===== src/rtl/pipeline_hazard_ctrl.sv =====
// Hazard controller for the IF/ID and ID/EX registers: load-use, HI/LO and branch redirect.
// Latency: stall/flush are combinational from inputs and state; md_busy and stall_cycles are registered.
// Backpressure: a hazard holds F and D and bubbles E; a taken branch overrides any stall.
module pipeline_hazard_ctrl #(
    parameter int MD_LATENCY = 4,
    parameter int CNT_W      = 16
) (
    input  logic             clk,
    input  logic             rst,
    input  logic [4:0]       rs_d,
    input  logic [4:0]       rt_d,
    input  logic             uses_rt_d,
    input  logic             hilo_read_d,
    input  logic             md_start_d,
    input  logic [4:0]       write_reg_e,
    input  logic             reg_write_e,
    input  logic             mem_to_reg_e,
    input  logic             md_start_e,
    input  logic             branch_taken_e,
    output logic             stall_f,
    output logic             stall_d,
    output logic             flush_d,
    output logic             flush_e,
    output logic             md_busy,
    output logic [CNT_W-1:0] stall_cycles
);

    localparam int MD_W = (MD_LATENCY > 2) ? $clog2(MD_LATENCY) : 1;

    typedef enum logic {IDLE, MD_BUSY} state_t;

    state_t          state;
    logic [MD_W-1:0] md_cnt;
    logic            load_use;
    logic            md_hazard;

    assign load_use  = mem_to_reg_e & reg_write_e & (write_reg_e != 5'd0) &
                       ((write_reg_e == rs_d) | (uses_rt_d & (write_reg_e == rt_d)));
    assign md_hazard = (hilo_read_d | md_start_d) & (md_busy | md_start_e);

    always_comb begin
        stall_f = 1'b0;
        stall_d = 1'b0;
        flush_d = 1'b0;
        flush_e = 1'b0;
        if (!rst) begin
            // A taken branch squashes D, so any hazard D carried is moot.
            if (branch_taken_e) begin
                flush_d = 1'b1;
                flush_e = 1'b1;
            end else if (load_use || md_hazard) begin
                stall_f = 1'b1;
                stall_d = 1'b1;
                flush_e = 1'b1;
            end
        end
    end

    always_ff @(posedge clk) begin
        if (rst) begin
            state   <= IDLE;
            md_cnt  <= '0;
            md_busy <= 1'b0;
        end else begin
            case (state)
                IDLE: begin
                    if (md_start_e) begin
                        state   <= MD_BUSY;
                        md_cnt  <= MD_W'(MD_LATENCY - 1);
                        md_busy <= 1'b1;
                    end
                end
                MD_BUSY: begin
                    if (md_start_e) begin
                        md_cnt <= MD_W'(MD_LATENCY - 1);
                    end else if (md_cnt == '0) begin
                        state   <= IDLE;
                        md_busy <= 1'b0;
                    end else begin
                        md_cnt <= md_cnt - 1'b1;
                    end
                end
                default: begin
                    state   <= IDLE;
                    md_busy <= 1'b0;
                end
            endcase
        end
    end

    always_ff @(posedge clk) begin
        if (rst) begin
            stall_cycles <= '0;
        end else if (stall_d && (stall_cycles != {CNT_W{1'b1}})) begin
            stall_cycles <= stall_cycles + CNT_W'(1);
        end
    end

endmodule


===== config.mk =====
export PLATFORM = sky130hd
export DESIGN_NAME = pipeline_hazard_ctrl
export DESIGN_NICKNAME = d
export VERILOG_FILES = /design/src/rtl/pipeline_hazard_ctrl.sv
export SDC_FILE = /design/constraint.sdc
export NUM_CORES = 1
export LEC_CHECK = 0
export CORE_MARGIN = 5
export CORE_UTILIZATION = 30
export CTS_CLUSTER_DIAMETER = 200
export DETAILED_ROUTE_END_ITERATION = 16
export GPL_TIMING_DRIVEN = 0
export RECOVER_POWER = 25
export SYNTH_ARGS = -nofsm -noshare
export SYNTH_HDL_FRONTEND = slang
export SYNTH_SLANG_ARGS = --single-unit

===== constraint.sdc =====
create_clock -name clk -period 2.4 [get_ports clk]
set_input_delay 0.48 -clock clk [delete_from_list [all_inputs] [get_ports clk]]
set_output_delay 0.48 -clock clk [all_outputs]
set_load 0.05 [all_outputs]

==> metrics.md, run 1 <==
| Metric | Value |
|---|---|
| Top cell type's share of synthesized area | 0.3194 |
| I/O pin total | 45 |
| Kind of critical path | in -> out |
| Via density | 5.345 |
| Worst Setup End Kind | output port |
| Die W | 74.65 um |
| H-Tree Level Count | 1 |
| Vias in the first global route | 1355 |
| Slew Viols, Final | 0 |
| Startpoint Class | input port |
| Initial core utilization | 0.3112 |
| Pwr dens | 420.6 nW/um^2 |
| CTS tree | yes |
| Area leader, netlist | dfxtp_1 |
| Yosys reg bits | 20 |
| GRT Resource Usage Total | 0.1417 |
| Setup Skew | 0.002401 ns |
| Core footprint | 4029 sq um |
| Layout cells sized above 1 | 0.1931 |
| Internal power | 0.0005647 W |
| Number of nets still failing antenna checks after routing | 0 |
| Initial antenna violation count | 0 |
| First-pass GRT wire length | 6272 um |
| Rel. slew slack | 0.6394 |
| Area grow syn2layout | 48.10% |
| Via Count | 1347 |
| DRC Markers | 0 |
| Final #Nets | 229 |
| Tcrit/Tclk final | 0.9747 |
| Clock Tree Buf Depth | 2 |
| TritonRoute pass-1 iters | 4 |
| Worst path required time | 1.92 ns |
| Initial drt markers | 50 |
| Total grt overflow | 0 |
| Worst hold path type | reg -> reg |
| Fraction of registers with async set/reset | 0 |
| Fin crit period | 2.339 ns |
| Worst-Skew Late Latency | 0.26 ns |
| MaxCap Viol Count | 0 |
| Root Buffer | clkbuf_8 |
| P_sw | 0.0002162 W |
| Yosys warning count | 0 |
| Clock buffer count from CTS | 3 |
| EDFF count, synth | 0 |
| Final setup margin | 0.06079 ns |
| Design area | 1857 sq um |
| Mean Syn Cell Area | 8.471 sq um |
| Total design power | 0.0007809 W |
| DP HPWL | 2836 um |
| Worst-path clk slew | 0.08 ns |
| Crit Path Max Fanout | 3 |
| Die Ht | 74.65 um |
| Sink Count | 20 |
| Highest clock rate | 427.5 MHz |
| Final hold vios | 0 |
| Commonest non-fill, non-tap cells in the layout | clkdlybuf4s50_1 (20), dfxtp_1 (20), nand2_1 (13), a21oi_1 (13), xnor2_1 (11) |
| Ys flop type | dfxtp_1 |
| VDD IR max | 0.2259 mV |
| Net Sw Frac | 0.2768 |
| Cells after Synth | 148 |
| Final Wtd Congestion | 0.8491 |
| Leak Pwr | 0.6865 nW |
| DR WL/cell | 15.31 um |
| Dpl ws | -1.294 ns |
| Row Count | 23 |
| Worst Max-Slew Pin Slew | 0.5368 ns |
| Dominant cells by area after synthesis | dfxtp_1 (32%), xnor2_1 (7.7%), a21oi_1 (5.2%) |
| Worst EP arrival | 1.86 ns |
| Worst hold slack | 0.4856 ns |
| Setup-failing EPs final | 0 |
| Setup_tns | 0 ns |
| Post-Syn Area | 1254 sq um |
| Pin count of the biggest net entering global routing | 12 |
| Die ar. | 5572 sq um |
| Flop pwr share | 0.439 |
| Port bufs | 44 |
| Comb power frac | 0.226 |
| Seq/Total Area, Yosys | 0.3194 |
| Synth unique cells | 46 |
| Outcome | finished, final reports clean |
| Dpl cell area | 1768 sq um |
| CTS Hold Buffers Added | 0 |
| Diodes inserted | 0 |
| Final Routed Wirelength | 3859 um |
| Syn_nets | 174 |
| Proportion of power drawn by the clock network | 0.334 |
Yosys cell counts (2+ instances only):
| master | instances |
|---|---|
| or3_1 | 3 |
| buf_6 | 2 |
| and3_1 | 2 |
| o311ai_0 | 3 |
| xnor2_1 | 11 |
| dfxtp_1 | 20 |
| a21oi_1 | 13 |
| clkbuf_1 | 2 |
| or4_1 | 6 |
| a21oi_2 | 2 |
| nand2_1 | 13 |
| nand2b_1 | 2 |
| nand3_1 | 8 |
| o41ai_1 | 3 |
| inv_1 | 7 |
| nand4_1 | 4 |
| o31ai_1 | 4 |
| o21ai_1 | 3 |
| ha_1 | 2 |
| a21o_1 | 2 |
| nor2_1 | 10 |
| a31o_2 | 2 |
registers in the layout, summed over array words and instances, names as in the netlist:
register / count
stall_cycles: 16
md_busy: 1
state: 1
md_cnt: 2
worst paths after layout:
kind	cells after the start	slack, ns	from	endpoint
hold / removal	1	0.49	state$_SDFF_PP0_	md_busy$_SDFFE_PP0P_
setup reg to reg	7	0.25	stall_cycles[0]$_SDFFE_PP0P_	stall_cycles[8]$_SDFFE_PP0P_
setup / recovery	8	0.06	write_reg_e[1]	stall_d
hold reg to reg	1	0.49	state$_SDFF_PP0_	md_busy$_SDFFE_PP0P_
critical path, stage by stage:
cell and delay, ns:
buf_6 0.10, or4_4 0.53, o211ai_2 0.18, nor2_2 0.08
a21oi_4 0.13, buf_6 0.13, nor2_4 0.04, buf_4 0.19
power by group through the flow:
stage | Combinational (W) | Clock, W | Sequential, W
after floorplan | 0.0000879 | 0 | 0.000360
after global placement | 0.000169 | 0 | 0.000351
after detailed placement | 0.000173 | 0 | 0.000351
after CTS | 0.000181 | 0.000266 | 0.000343
after global routing | 0.000192 | 0.000283 | 0.000344
final | 0.000177 | 0.000261 | 0.000343
kinds of logic after synthesis:
| group | Yosys count | share of synthesized area |
|---|---|---|
| AO/OA/AOI/OAI | 41 | 0.2395 |
| XOR/XNOR | 11 | 0.07684 |
| adder cells (fa/ha/maj) | 2 | 0.01996 |
| buffers and inverters | 13 | 0.05489 |
| flip-flops | 20 | 0.3194 |
| multiplexers | 2 | 0.01996 |
| AND/OR/NAND/NOR | 59 | 0.2695 |
metal layers:
metal  wire, um  global-route usage
met1       1724              0.1860
met2       1798              0.2380
met3        300             0.03338
met4         35             0.02964
met5          0                   0
repair_timing:
action / in CTS / in global routing
pin swaps: 17 / 10
buffers inserted: 5 / 3
gates cloned: 0 / 0
setup endpoints to repair: 5 / 3
gates resized for setup: 63 / 5
area by class of cell:
class                   count  area (sq um)
fillers                   395          2172
multi-input cells         115         803.3
repair buffers             52         478.0
flip-flops and latches     20         400.4
well taps                  50         62.56
clock buffers               4         55.05
plain buffers               4         31.28
inverters                   7         26.28
per-stage QoR:
stage,util,cells
2_1_floorplan,-,148
3_3_place_gp,0.4388,242
3_5_place_dp,0.4388,242
4_1_cts,0.4615,251
5_1_grt,0.4609,252
6_report,0.4609,252
Power figures use the tool's default switching activity.
==> run 2: changes to the inputs <==
--- a/config.mk
+++ b/config.mk
@@ -9,8 +9,8 @@
 export CORE_UTILIZATION = 30
 export CTS_CLUSTER_DIAMETER = 200
 export DETAILED_ROUTE_END_ITERATION = 16
-export GPL_TIMING_DRIVEN = 0
 export RECOVER_POWER = 25
 export SYNTH_ARGS = -nofsm -noshare
 export SYNTH_HDL_FRONTEND = slang
 export SYNTH_SLANG_ARGS = --single-unit
+export TNS_END_PERCENT = 20
==> metrics.md, run 2 (synthesized netlist as in run 1, its figures left out) <==
| Metric | Value |
|---|---|
| Rel. slew slack | 0.6568 |
| Design area | 1911 sq um |
| VDD IR max | 0.2035 mV |
| Row Count | 23 |
| I/O pin total | 45 |
| Dpl cell area | 1819 sq um |
| Diodes inserted | 0 |
| WP buf/inv | 2 |
| Final #Nets | 231 |
| Startpoint Class | input port |
| H-Tree Level Count | 1 |
| CTS Hold Buffers Added | 0 |
| DRC Markers | 0 |
| Worst path slowest cell | or4_4 |
| Core footprint | 4029 sq um |
| Dpl ws | -0.2968 ns |
| Setup Skew | 0.01110 ns |
| Max reg flops | 16 |
| Worst Max-Slew Pin Slew | 0.5109 ns |
| Sink Count | 20 |
| Worst hold path type | reg -> reg |
| Pin count of the biggest net entering global routing | 18 |
| RSZ-0062 raised after global routing | false |
| Layout cells sized above 1 | 0.1912 |
| First-pass GRT wire length | 6099 um |
| DR WL/cell | 15.33 um |
| Kind of critical path | in -> out |
| Clock Tree Buf Depth | 2 |
| Initial antenna violation count | 0 |
| Worst Setup End Kind | output port |
| Highest clock rate | 428.5 MHz |
| Worst path required time | 1.92 ns |
| Largest reg by FF count | stall_cycles |
| Port bufs | 44 |
| Fin crit period | 2.334 ns |
| Via density | 5.327 |
| Final Wtd Congestion | 0.8280 |
| Worst hold slack | 0.4786 ns |
| Number of nets still failing antenna checks after routing | 0 |
| Die Ht | 74.65 um |
| Via Count | 1353 |
| Clock buffer count from CTS | 3 |
| GRT Resource Usage Total | 0.1419 |
| Total grt overflow | 0 |
| Worst EP arrival | 1.85 ns |
| Outcome | finished, final reports clean |
| Die W | 74.65 um |
| Tcrit/Tclk final | 0.9724 |
| Commonest non-fill, non-tap cells in the layout | clkdlybuf4s50_1 (20), dfxtp_1 (20), nand2_1 (13), a21oi_1 (13), buf_4 (12) |
| Initial drt markers | 76 |
| Setup-failing EPs final | 0 |
| Leak Pwr | 0.7168 nW |
| Die ar. | 5572 sq um |
| Final Routed Wirelength | 3894 um |
| Final hold vios | 0 |
| Total design power | 0.0007971 W |
| Crit Path Max Fanout | 3 |
| Initial core utilization | 0.3112 |
| Vias in the first global route | 1310 |
| CTS tree | yes |
| TritonRoute pass-1 iters | 4 |
| Largest stage delay on the critical path | 0.43 ns |
| MaxCap Viol Count | 0 |
| Worst path cell trace | dlygate4sd2_1, or4_4, o211ai_2, nor2_2, a21oi_4, nor2_4, buf_8 |
| Pwr dens | 417.2 nW/um^2 |
| Root Buffer | clkbuf_8 |
| DP HPWL | 2965 um |
| Top Family by Delay on Critical Path | simple AND/OR/NAND/NOR gates |
| Worst-path clk slew | 0.07 ns |
| Setup_tns | 0 ns |
| Largest regs | stall_cycles (16), md_cnt (2) |
| Area grow syn2layout | 52.40% |
| Fillers | 400 |
| Slew Viols, Final | 0 |
| Worst-Skew Late Latency | 0.27 ns |
| Final setup margin | 0.06630 ns |
==> run 2: cell types whose count changed in the layout (fill, tap and decap cells not counted), sizes merged <==
cell	before	now
clkdlybuf4s15	0	1
dlygate4sd3	5	6
clkbuf	7	5
buf	18	19
dlygate4sd2	9	8
dlymetal6s2s	1	3
==> run 2: final timing paths <==
| check | endpoint | cells past startpoint | slack (ns) | start |
|---|---|---|---|---|
| worst max-delay path | stall_d | 7 | 0.07 | write_reg_e[4] |
| worst min-delay path | md_busy$_SDFFE_PP0P_ | 1 | 0.48 | state$_SDFF_PP0_ |
| worst max register to register | stall_cycles[4]$_SDFFE_PP0P_ | 7 | 0.21 | stall_cycles[0]$_SDFFE_PP0P_ |
| worst min register to register | md_busy$_SDFFE_PP0P_ | 1 | 0.48 | state$_SDFF_PP0_ |
==> run 2: area by class of cell <==
type | instances | area, sq um | share of cell area
multi-input combinational | 115 | 802.0 | 0.4198
sequential | 20 | 400.4 | 0.2096
inverter | 7 | 26.28 | 0.01375
timing repair buffer | 58 | 564.3 | 0.2954
clock buffer | 4 | 55.05 | 0.02881
tap | 50 | 62.56 | 0.03274
==> run 2: power by group <==
| part | internal, W | switching (W) | leakage, nW |
|---|---|---|---|
| clock network | 0.000146 | 0.000123 | 0.0288 |
| logic | 0.0000882 | 0.0000958 | 0.526 |
| registers | 0.000339 | 0.00000461 | 0.162 |
| total | 0.000573 | 0.000224 | 0.717 |
==> run 2: repair_timing <==
| item | CTS | global route |
|---|---|---|
| buffers inserted | 1 | 2 |
| pin swaps | 12 | 9 |
| endpoints found under the setup margin | 4 | 3 |
| gates resized for setup | 24 | 5 |
==> run 2: metrics by stage <==
step,util,instances
3_3_place_gp,0.4516,247
4_1_cts,0.4677,252
2_1_floorplan,-,148
3_5_place_dp,0.4516,247
5_1_grt,0.4742,254
6_report,0.4742,254
==> run 2: layer usage <==
layer,vias up,part of all wire,GRT usage
met5,-,0,0
met2,53,0.48,0.2498
met3,7,0.074,0.02804
li1,665,-,-
met1,628,0.43,0.1671
met4,0,0.018,0.06126
==> run 3: changes to the inputs <==
--- a/config.mk
+++ b/config.mk
@@ -9,6 +9,7 @@
 export CORE_UTILIZATION = 30
 export CTS_CLUSTER_DIAMETER = 200
 export DETAILED_ROUTE_END_ITERATION = 16
+export PLACE_DENSITY = 0.6
 export RECOVER_POWER = 25
 export SYNTH_ARGS = -nofsm -noshare
 export SYNTH_HDL_FRONTEND = slang
==> results of run 3 <==
Final layout, timing and power as in run 2 (identical DEF).
==> variant 1: new RTL, config.mk and constraints of run 3 <==
`CNT_W`: 16 -> 14.
--- a/src/rtl/pipeline_hazard_ctrl.sv
+++ b/src/rtl/pipeline_hazard_ctrl.sv
@@ -4,5 +4,5 @@
 module pipeline_hazard_ctrl #(
     parameter int MD_LATENCY = 4,
-    parameter int CNT_W      = 16
+    parameter int CNT_W      = 14
 ) (
     input  logic             clk,
Ports: changed (resized stall_cycles); port bits go from 45 to 43. No check against the original RTL was run, so the function may have changed too.
==> variant 1 against run 3 <==
The run now ends with negative setup slack left; critical path depth did not move; register-to-register slack improved by 0.20 ns; maximum frequency fell by 3.0%; combinational power fell by 9%; clock skew fell by 0.0095 ns; cell area fell by 13%; routed wire length fell by 21%; critical path type unchanged; synthesized area fell by 15%; non-clock buffer count fell by 6; sequential cell count fell by 2; worst setup slack got worse by 0.073 ns; first-iteration DRC count fell by 32%; total power fell by 16%.
==> variant 1: results (changes against run 3) <==
[outcome]
outcome = complete, but fails checks
violations = negative setup slack

[clocking]
cts_resized = 44  ; +83%
htree_levels = 1  ; unchanged
cts.sinks = 18  ; -10%
root_buffer = clkbuf_4
clock_latency_ns = 0.29  ; +0.02 ns
clk_pin_slew_worst_paths_ns = 0.11  ; +0.04 ns

[layout]
multi_input_area_um2 = 643  ; -20%
multi_input_gates = 96  ; -17%
drive_gt1_share_pct = 17.9  ; -1.2 points
largest_registers = stall_cycles x14, md_cnt x2
multi_input_area_share_pct = 38.9  ; -3.1 points
buffer_area_share_pct = 31.6  ; +2.0 points
nNonClkInverters = 9  ; +2
final_nets = 206  ; -11%
clk_share_pct = 2.20  ; -0.69 points
fillers = 324  ; -19%
signal_buffers = 52  ; -10%
seq_share_pct = 21.8  ; +0.85 points

[setup_path]
max_stage_delay_ns = 0.33  ; -0.10 ns
slowest_stage = o31a_1

[sta]
setup_viol = 2  ; +2
fin_skew_ns = 0.00157  ; -0.00954 ns
fin_ws_ns = -0.00695  ; -0.0733 ns
tns_ns = -0.0128  ; -0.0128 ns
tightest_slew_ns = 0.511  ; +0.000306 ns

[power]
switching_power_mw = 0.188  ; -16%
swShare_pct = 28.1  ; +0.042 points
comb-power_mw = 0.168  ; -9%
seq-power_mw = 0.310  ; -9.6%
max-vdd-ir-drop_uv = 239  ; +17%
leakage_nw = 0.625  ; -13%

[placement]
portBuffers = 42  ; -4.5%
place_ws_ns = -0.459  ; -0.162 ns
dp.cells = 220  ; -11%
dp_hpwl_um = 2350  ; -21%
placed_cell_area_um2 = 1620  ; -11%
gp_congestion = 0.830  ; +0.23%

[yosys]
synthCells = 130  ; -12%
synth_common_cells = dfxtp_1, nand2_1, a21oi_1, inv_1, xor2_1
syn-num-nets = 156  ; -10%
synth.yosys.seq_area_share_pct = 34.0  ; +2.0 points
yosys.cell_types.count = 36  ; -22%
synth_area_leaders = dfxtp_1, xor2_1, a21oi_1

[routing]
wirelength_um = 3070  ; -21%
num_vias = 1130  ; -16%
wl_met2_um = 1360  ; -27%
route.met3.wl_um = 247  ; -15%
drt-initial-drc-count = 52  ; -32%
vias_per_cell = 5.02  ; -5.7%
drt-met1-wl_um = 1450  ; -13%

[grt]
grt_pass1_wl_um = 5040  ; -17%
grt.met2_usage_pct = 19.2  ; -5.8 points
use_met1_pct = 16.7  ; -0.055 points
met3_usage_pct = 4.64  ; +1.8 points
grt_usage_pct = 12.5  ; -1.6 points
grt_max_degree = 13  ; -5

[floorplan]
die_area_um2 = 4830  ; -13%

==> variant 1: cell types whose count changed after synthesis, moves of 3 or more <==
cell,change
o21ai_1,-3
nor3_1,+3
xnor2_1,-9
nor4_1,+4
a21oi_1,-3
nand3_1,-4
xor2_1,+9
mux2_2,+3
==> variant 1: logic make-up after synthesis <==
logic type | synth area share [%]
simple gates | 25.1
compound gates | 17.6
flops | 34.0
buf+inv | 6.84
xor+xnor | 9.08
mux | 5.07
fa+ha+maj | 2.36
==> variant 1: final timing paths <==
check                           slack [ns]                            to  depth (start not counted)                          from
worst max register to register        0.41  stall_cycles[1]$_SDFFE_PP0P_                          8  stall_cycles[0]$_SDFFE_PP0P_
worst min register to register        0.49  stall_cycles[6]$_SDFFE_PP0P_                          2  stall_cycles[6]$_SDFFE_PP0P_
worst min-delay path                  0.49  stall_cycles[6]$_SDFFE_PP0P_                          2  stall_cycles[6]$_SDFFE_PP0P_
worst max-delay path                -0.007                       stall_f                          7                write_reg_e[3]
==> variant 2: new RTL, settings of run 3 <==
Without the edit above. Reset style: asynchronous (`rst`), changed in 2 clocked blocks.
--- a/src/rtl/pipeline_hazard_ctrl.sv
+++ b/src/rtl/pipeline_hazard_ctrl.sv
@@ -57,5 +57,5 @@
     end
 
-    always_ff @(posedge clk) begin
+    always_ff @(posedge clk or posedge rst) begin
         if (rst) begin
             state   <= IDLE;
@@ -89,5 +89,5 @@
     end
 
-    always_ff @(posedge clk) begin
+    always_ff @(posedge clk or posedge rst) begin
         if (rst) begin
             stall_cycles <= '0;
Check against the original RTL: differs if rst is asserted again (counterexample within 4 cycles, from zero or initial values and one cycle with rst high); with rst held inactive, the same outputs for 10 cycles.
==> variant 2 against run 3 <==
Cell area shrank 2.4%; worst setup slack lost 0.052 ns; sequential share of layout area grew 5.9 points; sequential cell count is the same; synthesized area shrank 7.1%; routed wire length shrank 29%; highest routed layer unchanged; register-to-register slack gained 0.29 ns; clock skew shrank 0.0065 ns; global-route usage shrank 2.7 points; via count shrank 24%; first-iteration DRC count shrank 46%.
Power is not compared: it rests on default switching activity, and its combinational part moved more than twofold at a synthesized area within 25%.
==> variant 2: results (changes against run 3) <==
[grt]
antenna_found_initial = 0  ; unchanged
grt.met2_usage_pct = 18.7  ; -6.3 points
grt_pass1_wl_um = 4800  ; -21%
met3_usage_pct = 3.19  ; +0.38 points
grt_usage_pct = 11.5  ; -2.7 points
grt_max_degree = 21  ; +3
use_met1_pct = 14.0  ; -2.7 points
first_global_vias = 1113  ; -15%

[yosys]
syn-num-nets = 138  ; -21%
synth_compound_area_share_pct = 8.49  ; -15 points
synth.yosys.seq_area_share_pct = 43.0  ; +11 points
synth_common_cells = dfrtp_1, xnor2_1, nand3_1, nor2_1, xor2_1
synth_area_leaders = dfrtp_1, xnor2_1, xor2_1
synth_xor_area_share_pct = 18.8  ; +11 points
syn_avg_cell_area_um2 = 10.4  ; +23%
async_flop_share_pct = 100  ; +100 points
yosys.cell_types.count = 32  ; -30%
synthAdderAreaFrac_pct = 2.15  ; +0.15 points
synthMuxAreaShare_pct = 1.93  ; -0.063 points

[setup_path]
critical_path.startpoint = write_reg_e[2]
rr_endpoint = stall_cycles[1]$_DFFE_PP0P_
r2r-start = stall_cycles[7]$_DFFE_PP0P_
reg2reg_slack_ns = 0.50  ; +0.29 ns
path_delay_family = simple AND/OR/NAND/NOR gates
slowest_stage = or4_4
max_stage_delay_ns = 0.55  ; +0.12 ns
crit_end = stall_f
ff2ff_path_depth = 6  ; -1
arrival_ns = 1.91  ; +0.06 ns
cp_max_fo = 3  ; unchanged

[routing]
drt-met1-wl_um = 1180  ; -29%
detail_route.wl_per_cell_um = 12.7  ; -17%
wl_met2_um = 1240  ; -33%
num_vias = 1034  ; -24%
top_layer = met4
route.met3.wl_um = 262  ; -9.3%
drt_pre_antenna_iters = 4  ; unchanged
drt-initial-drc-count = 41  ; -46%

[layout]
drive_gt1_share_pct = 19.5  ; +0.41 points
final_nets = 196  ; -15%
fillers = 357  ; -11%
stdcell_count = 217  ; -15%

[power]
intPower_mw = 0.832
pwr-share-comb_pct = 40.4

[placement]
dp.cells = 212  ; -14%
gp_congestion = 0.851  ; +2.7%

[hold_path]
holdPathStages = 1  ; unchanged
worstHoldStart = state$_DFF_PP0_
hold_end = md_busy$_DFFE_PP0P_
holdCritPathClass = flip-flop to flip-flop

[clocking]
htree_levels = 1  ; unchanged

[sta]
fin_skew_ns = 0.00464  ; -0.00646 ns
tightest_slew_ns = 1.05  ; +0.540 ns

[outcome]
outcome = finished clean

[variant 2: layout make-up]
cell class / count / area share [%]
multi-input cells: 85 / 35.6
repair buffers: 55 / 29.5
flip-flops and latches: 20 / 26.8
well taps: 48 / 3.22
clock buffers: 3 / 2.21
clock inverters: 1 / 1.61
inverters: 5 / 1.01
[variant 2: per-stage QoR]
step / total power, mW / setup WS (ns) / instance area [um^2] / hold slack (ns) / TNS (ns)
after global routing: 1.39 / -0.0326 / 1870 / 0.466 / -0.0935
after global placement: 0.969 / -0.221 / 1770 / 0.432 / -1.27
after CTS: 1.33 / 0.000788 / 1870 / 0.456 / 0
final: 1.31 / 0.0138 / 1870 / 0.460 / 0
after detailed placement: 0.982 / -0.274 / 1770 / 0.445 / -1.93
after floorplan: 0.781 / -0.0173 / 1170 / 0.420 / -0.0173
[variant 2: timing repair]
action	CTS	global route
resized for setup	21	2
pin swaps	7	1
hold buffers	0	0
buffers inserted	1	0
endpoints found under the hold margin	0	0
setup endpoints to repair	3	3
